**config.mk**
```make
export PLATFORM = sky130hd
export DESIGN_NAME = issue_queue
export DESIGN_NICKNAME = d
export VERILOG_FILES = /design/src/rtl/issue_queue_pkg.sv /design/src/rtl/iq_storage.sv /design/src/rtl/issue_queue.sv
export SDC_FILE = /design/constraint.sdc
export NUM_CORES = 1
export LEC_CHECK = 0
export ABC_AREA = 0
export BUFFER_PORTS_ARGS = -buffer_cell sky130_fd_sc_hd__clkbuf_2
export CORE_ASPECT_RATIO = 1.1
export CORE_MARGIN = 2
export CORE_UTILIZATION = 61
export DETAILED_ROUTE_END_ITERATION = 12
export PLACE_DENSITY = 0.83
export SLEW_MARGIN = 20
export SYNTH_ARGS = -nofsm -noshare
export SYNTH_HDL_FRONTEND = slang
export SYNTH_SLANG_ARGS = --single-unit
```
**constraint.sdc**
```tcl
create_clock -name clk -period 7.3 [get_ports clk]
set_input_delay 1.46 -clock clk [delete_from_list [all_inputs] [get_ports clk]]
set_output_delay 1.46 -clock clk [all_outputs]
set_load 0.01 [all_outputs]
```
**src/rtl/issue_queue_pkg.sv**
```systemverilog
// Shared constants for the issue queue: data widths, unit codes and FSM states.
package issue_queue_pkg;

  localparam int unsigned WORD_SIZE = 32;
  localparam int unsigned REG_SIZE  = 6;

  localparam logic [2:0] UNIT_LW   = 3'b000;
  localparam logic [2:0] UNIT_SW   = 3'b001;
  localparam logic [2:0] UNIT_ADD  = 3'b010;
  localparam logic [2:0] UNIT_MUL  = 3'b011;
  localparam logic [2:0] UNIT_MV   = 3'b100;
  localparam logic [2:0] UNIT_HALT = 3'b101;

  typedef enum logic [1:0] {
    StRun    = 2'd0,
    StDrain  = 2'd1,
    StHalted = 2'd2
  } iq_state_e;

endpackage

```
**src/rtl/iq_storage.sv**
```systemverilog
// Entry storage for the issue queue: synchronous write port, asynchronous head read port.
module iq_storage #(
  parameter int unsigned DEPTH = 4,
  parameter int unsigned WIDTH = 8
) (
  input  logic                     clk,
  input  logic                     rst_n,
  input  logic                     we_i,
  input  logic [$clog2(DEPTH)-1:0] waddr_i,
  input  logic [WIDTH-1:0]         wdata_i,
  input  logic [$clog2(DEPTH)-1:0] raddr_i,
  output logic [WIDTH-1:0]         rdata_o
);

  logic [WIDTH-1:0] mem_q [DEPTH];

  // Cleared on reset so the head fields read as zero out of reset.
  always_ff @(posedge clk or negedge rst_n) begin
    if (!rst_n) begin
      for (int i = 0; i < DEPTH; i++) begin
        mem_q[i] <= '0;
      end
    end else if (we_i) begin
      mem_q[waddr_i] <= wdata_i;
    end
  end

  assign rdata_o = mem_q[raddr_i];

endmodule

```
**src/rtl/issue_queue.sv**
```systemverilog
// In-order decoded-instruction buffer between fetch and the reservation station.
// Optional same-cycle fetch-to-RS bypass when ISSUE_BYPASS_EN is defined.
module issue_queue
  import issue_queue_pkg::*;
#(
  parameter int unsigned DEPTH  = 4,
  parameter int unsigned UNIT_W = 3,
  parameter int unsigned REG_W  = REG_SIZE,
  parameter int unsigned WORD_W = WORD_SIZE
) (
  input  logic                       clk,
  input  logic                       rst_n,
  input  logic                       flush,
  input  logic                       in_valid,
  output logic                       in_ready,
  input  logic [UNIT_W-1:0]          in_unit,
  input  logic [REG_W-1:0]           in_reg1,
  input  logic [REG_W-1:0]           in_reg2,
  input  logic [REG_W-1:0]           in_reg3,
  input  logic                       in_hasimm,
  input  logic [WORD_W-1:0]          in_imm,
  output logic                       out_valid,
  input  logic                       out_ready,
  output logic [UNIT_W-1:0]          out_unit,
  output logic [REG_W-1:0]           out_reg1,
  output logic [REG_W-1:0]           out_reg2,
  output logic [REG_W-1:0]           out_reg3,
  output logic                       out_hasimm,
  output logic [WORD_W-1:0]          out_imm,
  output logic [$clog2(DEPTH):0]     count,
  output logic                       halted
);

  localparam int unsigned PtrW = $clog2(DEPTH);
  localparam int unsigned CntW = PtrW + 1;
  localparam int unsigned EntW = UNIT_W + 3 * REG_W + 1 + WORD_W;

  logic [PtrW-1:0] head_q, head_d, tail_q, tail_d;
  logic [CntW-1:0] count_q, count_d;
  iq_state_e       state_q, state_d;

  logic [EntW-1:0]   wdata, rdata;
  logic [UNIT_W-1:0] head_unit;
  logic [REG_W-1:0]  head_reg1, head_reg2, head_reg3;
  logic              head_hasimm;
  logic [WORD_W-1:0] head_imm;
  logic              empty, full, head_halt, bypass, enq, pop;

  assign wdata = {in_unit, in_reg1, in_reg2, in_reg3, in_hasimm, in_imm};
  assign {head_unit, head_reg1, head_reg2, head_reg3, head_hasimm, head_imm} = rdata;

  iq_storage #(
    .DEPTH(DEPTH),
    .WIDTH(EntW)
  ) u_storage (
    .clk    (clk),
    .rst_n  (rst_n),
    .we_i   (enq),
    .waddr_i(tail_q),
    .wdata_i(wdata),
    .raddr_i(head_q),
    .rdata_o(rdata)
  );

  always_comb begin
    empty     = (count_q == '0);
    full      = (count_q == CntW'(DEPTH));
    head_halt = !empty && (head_unit == UNIT_W'(UNIT_HALT));
    in_ready  = !full && (state_q == StRun);
`ifdef ISSUE_BYPASS_EN
    bypass = empty && !flush && in_valid && (in_unit != UNIT_W'(UNIT_HALT)) &&
             (state_q == StRun);
`else
    bypass = 1'b0;
`endif
    out_valid = (!empty && !head_halt) || bypass;
    if (bypass) begin
      {out_unit, out_reg1, out_reg2, out_reg3, out_hasimm, out_imm} = wdata;
    end else begin
      {out_unit, out_reg1, out_reg2, out_reg3, out_hasimm, out_imm} = rdata;
    end
    // A bypassed op that the RS takes this cycle never touches storage.
    enq = in_valid && in_ready && !flush && !(bypass && out_ready);
    // A halt at the head is retired internally without ever being offered.
    pop = !empty && !flush && (head_halt || out_ready);
  end

  always_comb begin
    head_d  = head_q;
    tail_d  = tail_q;
    count_d = count_q;
    state_d = state_q;
    unique case (state_q)
      StRun, StDrain: begin
        if (flush) begin
          head_d  = '0;
          tail_d  = '0;
          count_d = '0;
          state_d = StRun;
        end else begin
          if (pop) head_d = head_q + 1'b1;
          if (enq) tail_d = tail_q + 1'b1;
          count_d = count_q + CntW'(enq) - CntW'(pop);
          if (enq && (in_unit == UNIT_W'(UNIT_HALT))) state_d = StDrain;
          if (pop && head_halt) state_d = StHalted;
        end
      end
      default: state_d = StHalted;
    endcase
  end

  always_ff @(posedge clk or negedge rst_n) begin
    if (!rst_n) begin
      head_q  <= '0;
      tail_q  <= '0;
      count_q <= '0;
      state_q <= StRun;
    end else begin
      head_q  <= head_d;
      tail_q  <= tail_d;
      count_q <= count_d;
      state_q <= state_d;
    end
  end

  assign count  = count_q;
  assign halted = (state_q == StHalted);

endmodule

```
==> impl_metrics.tcl, run 1 <==
set metrics [dict create \
    drive_gt1_share_pct 60.4 \
    synthMuxAreaShare_pct 36.6 \
    finalSetupViolCount 0 \
    ys_seq_area_share_pct 56.3 \
    drt-vias-per-instance 5.95 \
    ios 119 \
    p_leak_nw 5.25 \
    synth_top_family_by_area "multiplexers" \
    antenna_left 0 \
    ys_types 35 \
    p_seq_share_pct 41.9 \
    yosys.area_share.adder_pct 0.951 \
    htreeDepth 1 \
    synth.avg_cell_area_um2 16.9 \
    power_frac_comb_pct 36.0 \
    cts_hold_buf 0 \
    synth_xor_area_share_pct 0.0876 \
    synth-simple-area-share_pct 1.48 \
    cp_cell_sequence "buf_4 > mux4_2 > clkbuf_2" \
    start_util_pct 61.8 \
    synthesis.nets 659 \
    ir_drop_v 0.000260 \
    crit_arrival_ns 2.69 \
    route.met3.wl_um 884 \
    io_buffer_count 118 \
    cts_resized 0 \
    cpPeakStageDelay_ns 0.73 \
    max_freq_mhz 241 \
    switching_power_mw 1.62 \
    rows 49 \
    mostFrequentLayoutCells "dfrtp_1, mux2_2, clkbuf_2" \
    fin_nets 774 \
    crit_slowest_cell "buf_4" \
    cts_root_buf "clkbuf_16" \
    num_vias 5511 \
    antenna_found_initial 0 \
    wl_met1_um 8010 \
    die-area_um2 17400 \
    cts_tree "yes" \
    place_hpwl_um 12300 \
    syn-instance-count 593 \
    drv_cap 0 \
    slew_headroom_pct 45.1 \
    ys.warnings.count 0 \
    rsz0062_at_grt "false" \
    clock-sinks 225 \
    worstSetupEndpointType "output port" \
    clkPwrFrac_pct 22.1 \
    final_cell_area_um2 11400 \
    gp_congestion 0.763 \
    drtIter0Drc 339 \
    path_max_fanout 41 \
    ys_ff_latch 225 \
    fp.dieW_um 126 \
    wl_per_cell_um 21.3 \
    synth_compound_area_share_pct 1.34 \
    synth_area_um2 10000 \
    top_layer_used "met4" \
    hp-start "u_storage.mem_q[104]$_DFFE_PN0P_" \
    wl_um 19700 \
    p_int_mw 3.65 \
    post_cts_buffers 0 \
    dp.cells 887 \
    synth_top_flop_cell "dfrtp_1" \
    insertion_delay_ns 0.51 \
    power_density_nw_per_um2 464 \
    fin_util_pct 70.2 \
    die_h_um 138 \
    grt_max_degree 87 \
    tns_ns 0 \
    path_clk_slew_ns 0.07 \
    clock_skew_ns 0.00783 \
    drv_slew 0 \
    required_ns 5.84 \
    hold_viol 0 \
    status "finished clean" \
    regToRegStartpoint "head_q[0]$_DFFE_PN0P_" \
    clock_path_buffers 3 \
    period_share_pct 56.9 \
    cts_buffers 23 \
    drc_errors 0 \
    period_needed_ns 4.15 \
    route.met2.wl_um 10300 \
    grtUsageTotal_pct 23.4 \
    final_common_cell "dfrtp_1" \
    overflow 0 \
    hp-class "reg2reg" \
    core_area_um2 16200 \
    crit_start "head_q[0]$_DFFE_PN0P_" \
    areaGrowthSynthToFinish_pct 13.7 \
    grt_pass1_wl_um 32600 \
    tightest_slew_ns 0.823 \
    stdcell_count 926 \
    place_area_um2 10600 \
    synth-edff-count 0 \
    power.share.switching_pct 30.7 \
    grt_pass1_vias 6291 \
    rrSetupSlack_ns 4.08 \
    drtPass1Iterations 4 \
    n_antenna_cell 0 \
    async_flop_share_pct 100 \
    critPathKind "reg2out" \
    start_kind "register" \
]
==> kinds of logic (layout without fill, tap and decap cells) <==
family                     after synthesis  count (layout)
muxes                                  271             271
buffers and inverters                   44             173
and+or+nand+nor                         29              29
xor gates and xnor gates                 1               1
adders and majority gates                7               7
AOI/OAI and AO/OA                       16              16
DFF                                    225             225
==> final cells by class <==
class | count | area [um2]
tap | 204 | 255
clock buffer | 32 | 619
clock inverter | 7 | 116
timing repair buffer | 126 | 663
multi-input combinational | 324 | 4040
sequential | 225 | 5640
inverter | 8 | 30.0
fill | 1078 | 4820
==> critical path: cells and delay by family (launching register included) <==
kind                   cells  cell delay, ns
multiplexers               1            0.59
buffers and inverters      2            0.89
flip-flops                 1            0.66
==> power by group through the flow <==
stage | sequential [mW] | combinational (mW) | clock [mW]
floorplan | 2.05 | 1.44 | 0
global placement | 2.16 | 1.85 | 0
detailed placement | 2.22 | 1.92 | 0
CTS | 2.21 | 1.93 | 1.18
global route | 2.28 | 2.05 | 1.24
finish | 2.21 | 1.90 | 1.16
==> routing by layer <==
layer  GRT usage [%]  up-vias
met3            4.26       36
met4            7.75        0
met2            40.9      117
met5               0        -
li1                -     2437
met1            29.9     2921
==> cells in the mapped netlist, drive strengths merged, types with 2 or more instances <==
master / number / area (um2)
nor3: 3 / 15.0
o21ai: 2 / 10.0
or2: 2 / 12.5
mux2: 216 / 2430
nand2: 10 / 47.5
ha: 6 / 75.1
mux4: 54 / 1220
dfrtp: 225 / 5630
nor2: 7 / 26.3
clkbuf: 8 / 30.0
o31ai: 2 / 15.0
buf: 28 / 263
a21oi: 3 / 15.0
inv: 8 / 30.0
nor2b: 2 / 12.5
==> registers in the layout (all words and copies together), names as in the netlist <==
signal / count
tail_q: 2
head_q: 2
count: 3
state_q: 2
u_storage.mem_q: 216
==> final timing paths <==
check                                                   endpoint  cells after the start
worst max-delay path                                 out_imm[20]                      3
max in group asynchronous                  head_q[0]$_DFFE_PN0P_                      2
min in group asynchronous       u_storage.mem_q[202]$_DFFE_PN0P_                      1
worst max register to register              count[2]$_DFFE_PN0P_                     12
worst min register to register  u_storage.mem_q[104]$_DFFE_PN0P_                      1
worst min-delay path            u_storage.mem_q[104]$_DFFE_PN0P_                      1
==> per-stage QoR <==
stage	power (mW)	setup slack, ns	hold slack [ns]
after floorplan	3.49	3.70	0.474
after global placement	4.01	3.58	0.481
after detailed placement	4.14	3.49	0.487
after CTS	5.32	3.08	0.502
after global routing	5.57	2.95	0.508
final	5.27	3.15	0.500
(Power assumes the default switching activity.)
==> inputs of run 2 (changes only) <==
Settings changed: CORE_UTILIZATION 61 to 58, PLACE_DENSITY 0.83 to 0.79.
Clock period 7.3 ns to 3.9 ns, I/O delays scaled along.
==> run 2 against run 1 <==
  * Sequential share of layout area shrank 0.50 points
  * Cell area is 1.0% higher
  * Core utilization shrank 2.5 points
  * Largest power group unchanged
  * Routed wire length up 0.85%
  * Count of clock-buffer cells in the layout stayed put
  * Critical endpoint is now out_imm[25]
  * Total power is 89% higher
==> impl_metrics.tcl, run 2 (same netlist as run 1, synthesis figures left out) <==
set metrics [dict create \
    status "finished clean" \
    ff2ff_path_depth 12 \
    wl_per_cell_um 20.7 \
    io_buffer_count 118 \
    worstSetupEndpointType "output port" \
    slew_headroom_pct 41.4 \
    drc_errors 0 \
    tns_ns 0 \
    power_frac_comb_pct 36.0 \
    grt_pass1_wl_um 32600 \
    start_util_pct 59.0 \
    clock_skew_ns 0.0103 \
    antenna_found_initial 0 \
    start_kind "register" \
    switching_power_mw 3.03 \
    die-area_um2 18300 \
    drtPass1Iterations 6 \
    crit_arrival_ns 2.68 \
    drv_cap 0 \
    cts_hold_buf 0 \
    wl_um 19900 \
    required_ns 3.12 \
    period_needed_ns 3.46 \
    grt_max_degree 103 \
    mostFrequentLayoutCells "dfrtp_1, mux2_2, clkbuf_2" \
    rows 50 \
    insertion_delay_ns 0.50 \
    die_h_um 142 \
    clock-sinks 225 \
    htreeDepth 1 \
    cts_root_buf "clkbuf_16" \
    hold_viol 0 \
    p_total_mw 9.96 \
    tightest_slew_ns 0.879 \
    drv_slew 0 \
    ios 119 \
    clock_path_buffers 3 \
    p_leak_nw 5.30 \
    reg2reg_to "count[2]$_DFFE_PN0P_" \
    final_cell_area_um2 11500 \
    path_max_fanout 38 \
    grt_pass1_vias 6337 \
    max_freq_mhz 289 \
    gp_congestion 0.807 \
    post_cts_buffers 0 \
    drtIter0Drc 208 \
    p_seq_share_pct 41.4 \
    drive_gt1_share_pct 61.3 \
    power_density_nw_per_um2 868 \
    cts_tree "yes" \
    areaGrowthSynthToFinish_pct 14.8 \
    n_antenna_cell 0 \
    path_clk_slew_ns 0.06 \
    cts_resized 0 \
    core_area_um2 17000 \
    rsz0062_at_grt "false" \
    top_register "u_storage.mem_q" \
    fin_nets 776 \
    place_hpwl_um 12300 \
    regToRegStartpoint "head_q[0]$_DFFE_PN0P_" \
    clkPwrFrac_pct 22.6 \
    finalSetupViolCount 0 \
    fin_util_pct 67.7 \
    final_common_cell "dfrtp_1" \
    critPathKind "reg2out" \
    period_share_pct 88.8 \
    p_int_mw 6.93 \
    rrSetupSlack_ns 0.66 \
    drt-vias-per-instance 5.74 \
    cts_buffers 23 \
    antenna_left 0 \
    num_vias 5514 \
    ir_drop_v 0.000500 \
    place_area_um2 10700 \
    power.share.switching_pct 30.4 \
    hp-class "in2async" \
    grtUsageTotal_pct 22.7 \
    fp.dieW_um 129 \
    holdWs_ns 0.345 \
    largest_register_ffs 216 \
    overflow 0 \
]
[run 2: cell count changes in the layout (fill, tap and decap cells not counted)]
cell	before	now
inv_6	1	0
clkbuf_1	8	3
buf_12	0	1
clkinv_2	2	6
buf_6	1	0
buf_4	7	9
clkinvlp_4	1	0
clkbuf_8	2	7
[run 2: per-stage QoR]
| step | setup slack, ns | cells |
|---|---|---|
| detailed placement | 0.642 | 919 |
| finish | 0.438 | 960 |
| global placement | 0.746 | 919 |
| global route | 0.215 | 960 |
| floorplan | 0.976 | 593 |
| CTS | 0.347 | 960 |
[run 2: per-layer routing]
layer	wire length (um)	global-route usage (%)	up-vias
met2	10400	39.6	120
met5	0	0	-
met3	1140	5.51	38
li1	-	-	2442
met1	7820	27.5	2914
met4	504	7.95	0
[run 2: power groups by stage]
stage	Sequential [mW]	Combinational (mW)	Clock (mW)
after floorplan	3.83	2.70	0
after global placement	4.02	3.50	0
after detailed placement	4.16	3.63	0
after CTS	4.12	3.66	2.30
after global routing	4.25	3.90	2.41
final	4.12	3.59	2.25
[run 2: final cells by class]
cell class,count,area (um2)
tap,234,293
clock inverter,9,120
clock buffer,32,669
multi-input combinational,324,4040
sequential,225,5640
fill,1195,5480
timing repair buffer,128,687
inverter,8,30.0
[run 2: critical path, stage by stage (launching register included)]
cell and delay [ns]:
dfrtp_4 0.71, buf_4 0.69, mux4_2 0.62, clkbuf_2 0.15
[run 2: worst max path at each step]
| stage | from | depth (start not counted) | slack (ns) | end |
|---|---|---|---|---|
| after global routing | head_q[0]$_DFFE_PN0P_ | 3 | 0.21 | out_imm[10] |
| after CTS | head_q[0]$_DFFE_PN0P_ | 3 | 0.35 | out_imm[25] |
| after floorplan | flush | 12 | 0.98 | count[2]$_DFFE_PN0P_ |
| final | head_q[0]$_DFFE_PN0P_ | 3 | 0.44 | out_imm[25] |
| after global placement | head_q[0]$_DFFE_PN0P_ | 12 | 0.75 | count[2]$_DFFE_PN0P_ |
| after detailed placement | head_q[0]$_DFFE_PN0P_ | 12 | 0.64 | count[2]$_DFFE_PN0P_ |
==> inputs of run 3 (changes only) <==
Settings changed: ABC_AREA 0 to 1, PLACE_DENSITY 0.79 to 0.8.
==> run 3 against run 2 <==
  * First-iteration DRC count increased to 2.9 times the previous value
  * Core utilization down 1.1 points
  * Total power decreased by 54%
  * Flip-flop and latch count did not move
  * Cell area decreased by 1.9%
  * Via count is 48% higher
  * Combinational power decreased by 97%
  * Setup slack got worse by 0.0075 ns
  * Routed wire length up 14%
  * Register-to-register slack improved by 0.12 ns
  * Synthesized cell count is 93% higher
==> impl_metrics.tcl, run 3 <==
set metrics [dict create \
    fin_nets 1286 \
    slew_headroom_pct 44.7 \
    insertion_delay_ns 0.50 \
    p_seq_share_pct 51.4 \
    yosysTopAreaCell "dfrtp_1" \
    rsz0062_at_grt "false" \
    ys_types 28 \
    ir_drop_v 0.000351 \
    drt-vias-per-instance 5.65 \
    p_total_mw 4.55 \
    top_register "u_storage.mem_q" \
    synth-edff-count 0 \
    synth_commonest_cells "nand2_1, o21ai_0, dfrtp_1" \
    antenna_left 0 \
    power.share.switching_pct 20.9 \
    n_antenna_cell 0 \
    num_vias 8150 \
    synth_area_um2 9940 \
    drc_errors 0 \
    ys.warnings.count 0 \
    largest_register_ffs 216 \
    worstSetupEndpointType "output port" \
    hp-class "in2async" \
    grtUsageTotal_pct 25.2 \
    fin_util_pct 66.6 \
    period_needed_ns 3.47 \
    async_flop_share_pct 100 \
    cts_hold_buf 0 \
    antenna_found_initial 1 \
    cts_buffers 24 \
    critPathKind "reg2out" \
    period_share_pct 89.0 \
    clock_path_buffers 3 \
    stdcell_count 1443 \
    syn-instance-count 1144 \
    htreeDepth 1 \
    grt_pass1_wl_um 37800 \
    tightest_slew_ns 0.830 \
    die_h_um 141 \
    path_clk_slew_ns 0.06 \
    mostFrequentLayoutCells "nand2_1, o21ai_0, dfrtp_1" \
    synth_top_area_share_pct 56.7 \
    drv_cap 0 \
    io_buffer_count 118 \
    synth_area_leaders "dfrtp_1, o21ai_0, nand2_1, nor2_1, o21ai_1" \
    cts_tree "yes" \
    place_hpwl_um 13000 \
    ys_seq_area_share_pct 56.7 \
    start_util_pct 58.8 \
    crit_arrival_ns 2.69 \
    power_frac_comb_pct 2.7 \
    core_area_um2 16900 \
    tns_ns 0 \
    wl_um 22700 \
    drtPass1Iterations 5 \
    grt_pass1_vias 8004 \
    switching_power_uw 952 \
    power_density_nw_per_um2 404 \
    areaGrowthSynthToFinish_pct 13.3 \
    cts_root_buf "clkbuf_16" \
    p_leak_nw 5.63 \
    die-area_um2 18200 \
    drv_slew 0 \
    post_cts_buffers 0 \
    wl_per_cell_um 15.8 \
    synth.avg_cell_area_um2 8.69 \
    grt_max_degree 109 \
    start_kind "register" \
    final_common_cell "nand2_1" \
    p_int_mw 3.59 \
    hold_viol 0 \
    ios 119 \
    finalSetupViolCount 0 \
    drtIter0Drc 605 \
    clkPwrFrac_pct 46.0 \
    rows 50 \
    synth_top_flop_cell "dfrtp_1" \
    max_freq_mhz 288 \
    path_max_fanout 51 \
    yosysMostFrequentCell "nand2_1" \
    status "finished clean" \
    drive_gt1_share_pct 15.2 \
    clock-sinks 225 \
    clock_skew_ns 0.00758 \
    fp.dieW_um 129 \
    gp_congestion 0.830 \
    synthesis.nets 1210 \
    overflow 0 \
    cts_resized 0 \
    ys_ff_latch 225 \
    required_ns 3.12 \
    dp.cells 1402 \
]
## run 3: cell count changes in the layout (fill, tap and decap cells not counted), moves of 4 or more
cell	before	now
nand2_1	6	248
mux4_2	54	0
inv_1	8	76
nand2_8	0	4
o21ai_2	0	16
o21ai_1	0	68
nor2_1	7	108
nand3_1	0	10
o22ai_1	0	53
o21ai_0	2	238
mux2_2	216	0
clkbuf_1	3	9
## run 3: critical path: stages, from the launching register on
cell	delay, ns
dfrtp_4	0.69
inv_2	0.52
buf_4	0.43
o21ai_0	0.15
o22ai_1	0.20
clkbuf_2	0.17
## run 3: path summary, 6_finish.rpt
| kind | cells past startpoint | slack, ns | endpoint | start |
|---|---|---|---|---|
| setup / recovery | 5 | 0.43 | out_imm[21] | head_q[0]$_DFFE_PN0P_ |
| hold / removal | 1 | 0.39 | u_storage.mem_q[166]$_DFFE_PN0P_ | rst_n |
| setup reg to reg | 13 | 0.78 | count[2]$_DFFE_PN0P_ | head_q[0]$_DFFE_PN0P_ |
| hold reg to reg | 2 | 0.48 | u_storage.mem_q[55]$_DFFE_PN0P_ | u_storage.mem_q[55]$_DFFE_PN0P_ |
| max in group asynchronous | 2 | 2.68 | u_storage.mem_q[134]$_DFFE_PN0P_ | rst_n |
| min in group clk | 2 | 0.48 | u_storage.mem_q[55]$_DFFE_PN0P_ | u_storage.mem_q[55]$_DFFE_PN0P_ |
## run 3: layout make-up
| cell class | instances | area (um2) |
|---|---|---|
| Fill cell | 1385 | 5640 |
| Sequential cell | 225 | 5630 |
| Clock inverter | 4 | 20.0 |
| Timing Repair Buffer | 128 | 687 |
| Multi-Input combinational cell | 762 | 3650 |
| Inverter | 79 | 302 |
| Tap cell | 208 | 260 |
| Clock buffer | 37 | 701 |
## run 3: per-layer routing
layer | share of wire (%) | up-vias | track usage (%)
met5 | 0 | - | 0
met4 | 1.4 | 0 | 6.01
met1 | 46 | 3969 | 36.0
li1 | - | 3921 | -
met3 | 5.5 | 27 | 3.54
met2 | 47 | 233 | 41.4
## run 3: cells by family (layout without fill, tap and decap cells)
kind of cell | count (synthesis) | after routing | synth area share (%)
AOI/OAI and AO/OA | 377 | 377 | 20.3
xor gates and xnor gates | 2 | 2 | 0.176
adders and majority gates | 7 | 7 | 0.957
buffers and inverters | 157 | 248 | 6.95
DFF | 225 | 225 | 56.7
and+or+nand+nor | 376 | 376 | 15.0
## run 3: power by group through the flow
| stage | Sequential (mW) | Combinational (mW) | Clock (mW) |
|---|---|---|---|
| after global routing | 2.33 | 0.142 | 2.23 |
| after floorplan | 2.38 | 0.0299 | 0 |
| final | 2.33 | 0.122 | 2.09 |
| after global placement | 2.38 | 0.124 | 0 |
| after CTS | 2.33 | 0.126 | 2.13 |
| after detailed placement | 2.38 | 0.125 | 0 |
## run 3: per-stage QoR
| stage | setup WS [ns] | hold slack (ns) | cell area, um2 |
|---|---|---|---|
| after global placement | 0.971 | 0.459 | 10500 |
| after CTS | 0.435 | 0.430 | 11200 |
| after global routing | 0.205 | 0.451 | 11300 |
| final | 0.431 | 0.389 | 11300 |
| after floorplan | 1.64 | 0.448 | 9940 |
| after detailed placement | 0.856 | 0.463 | 10500 |
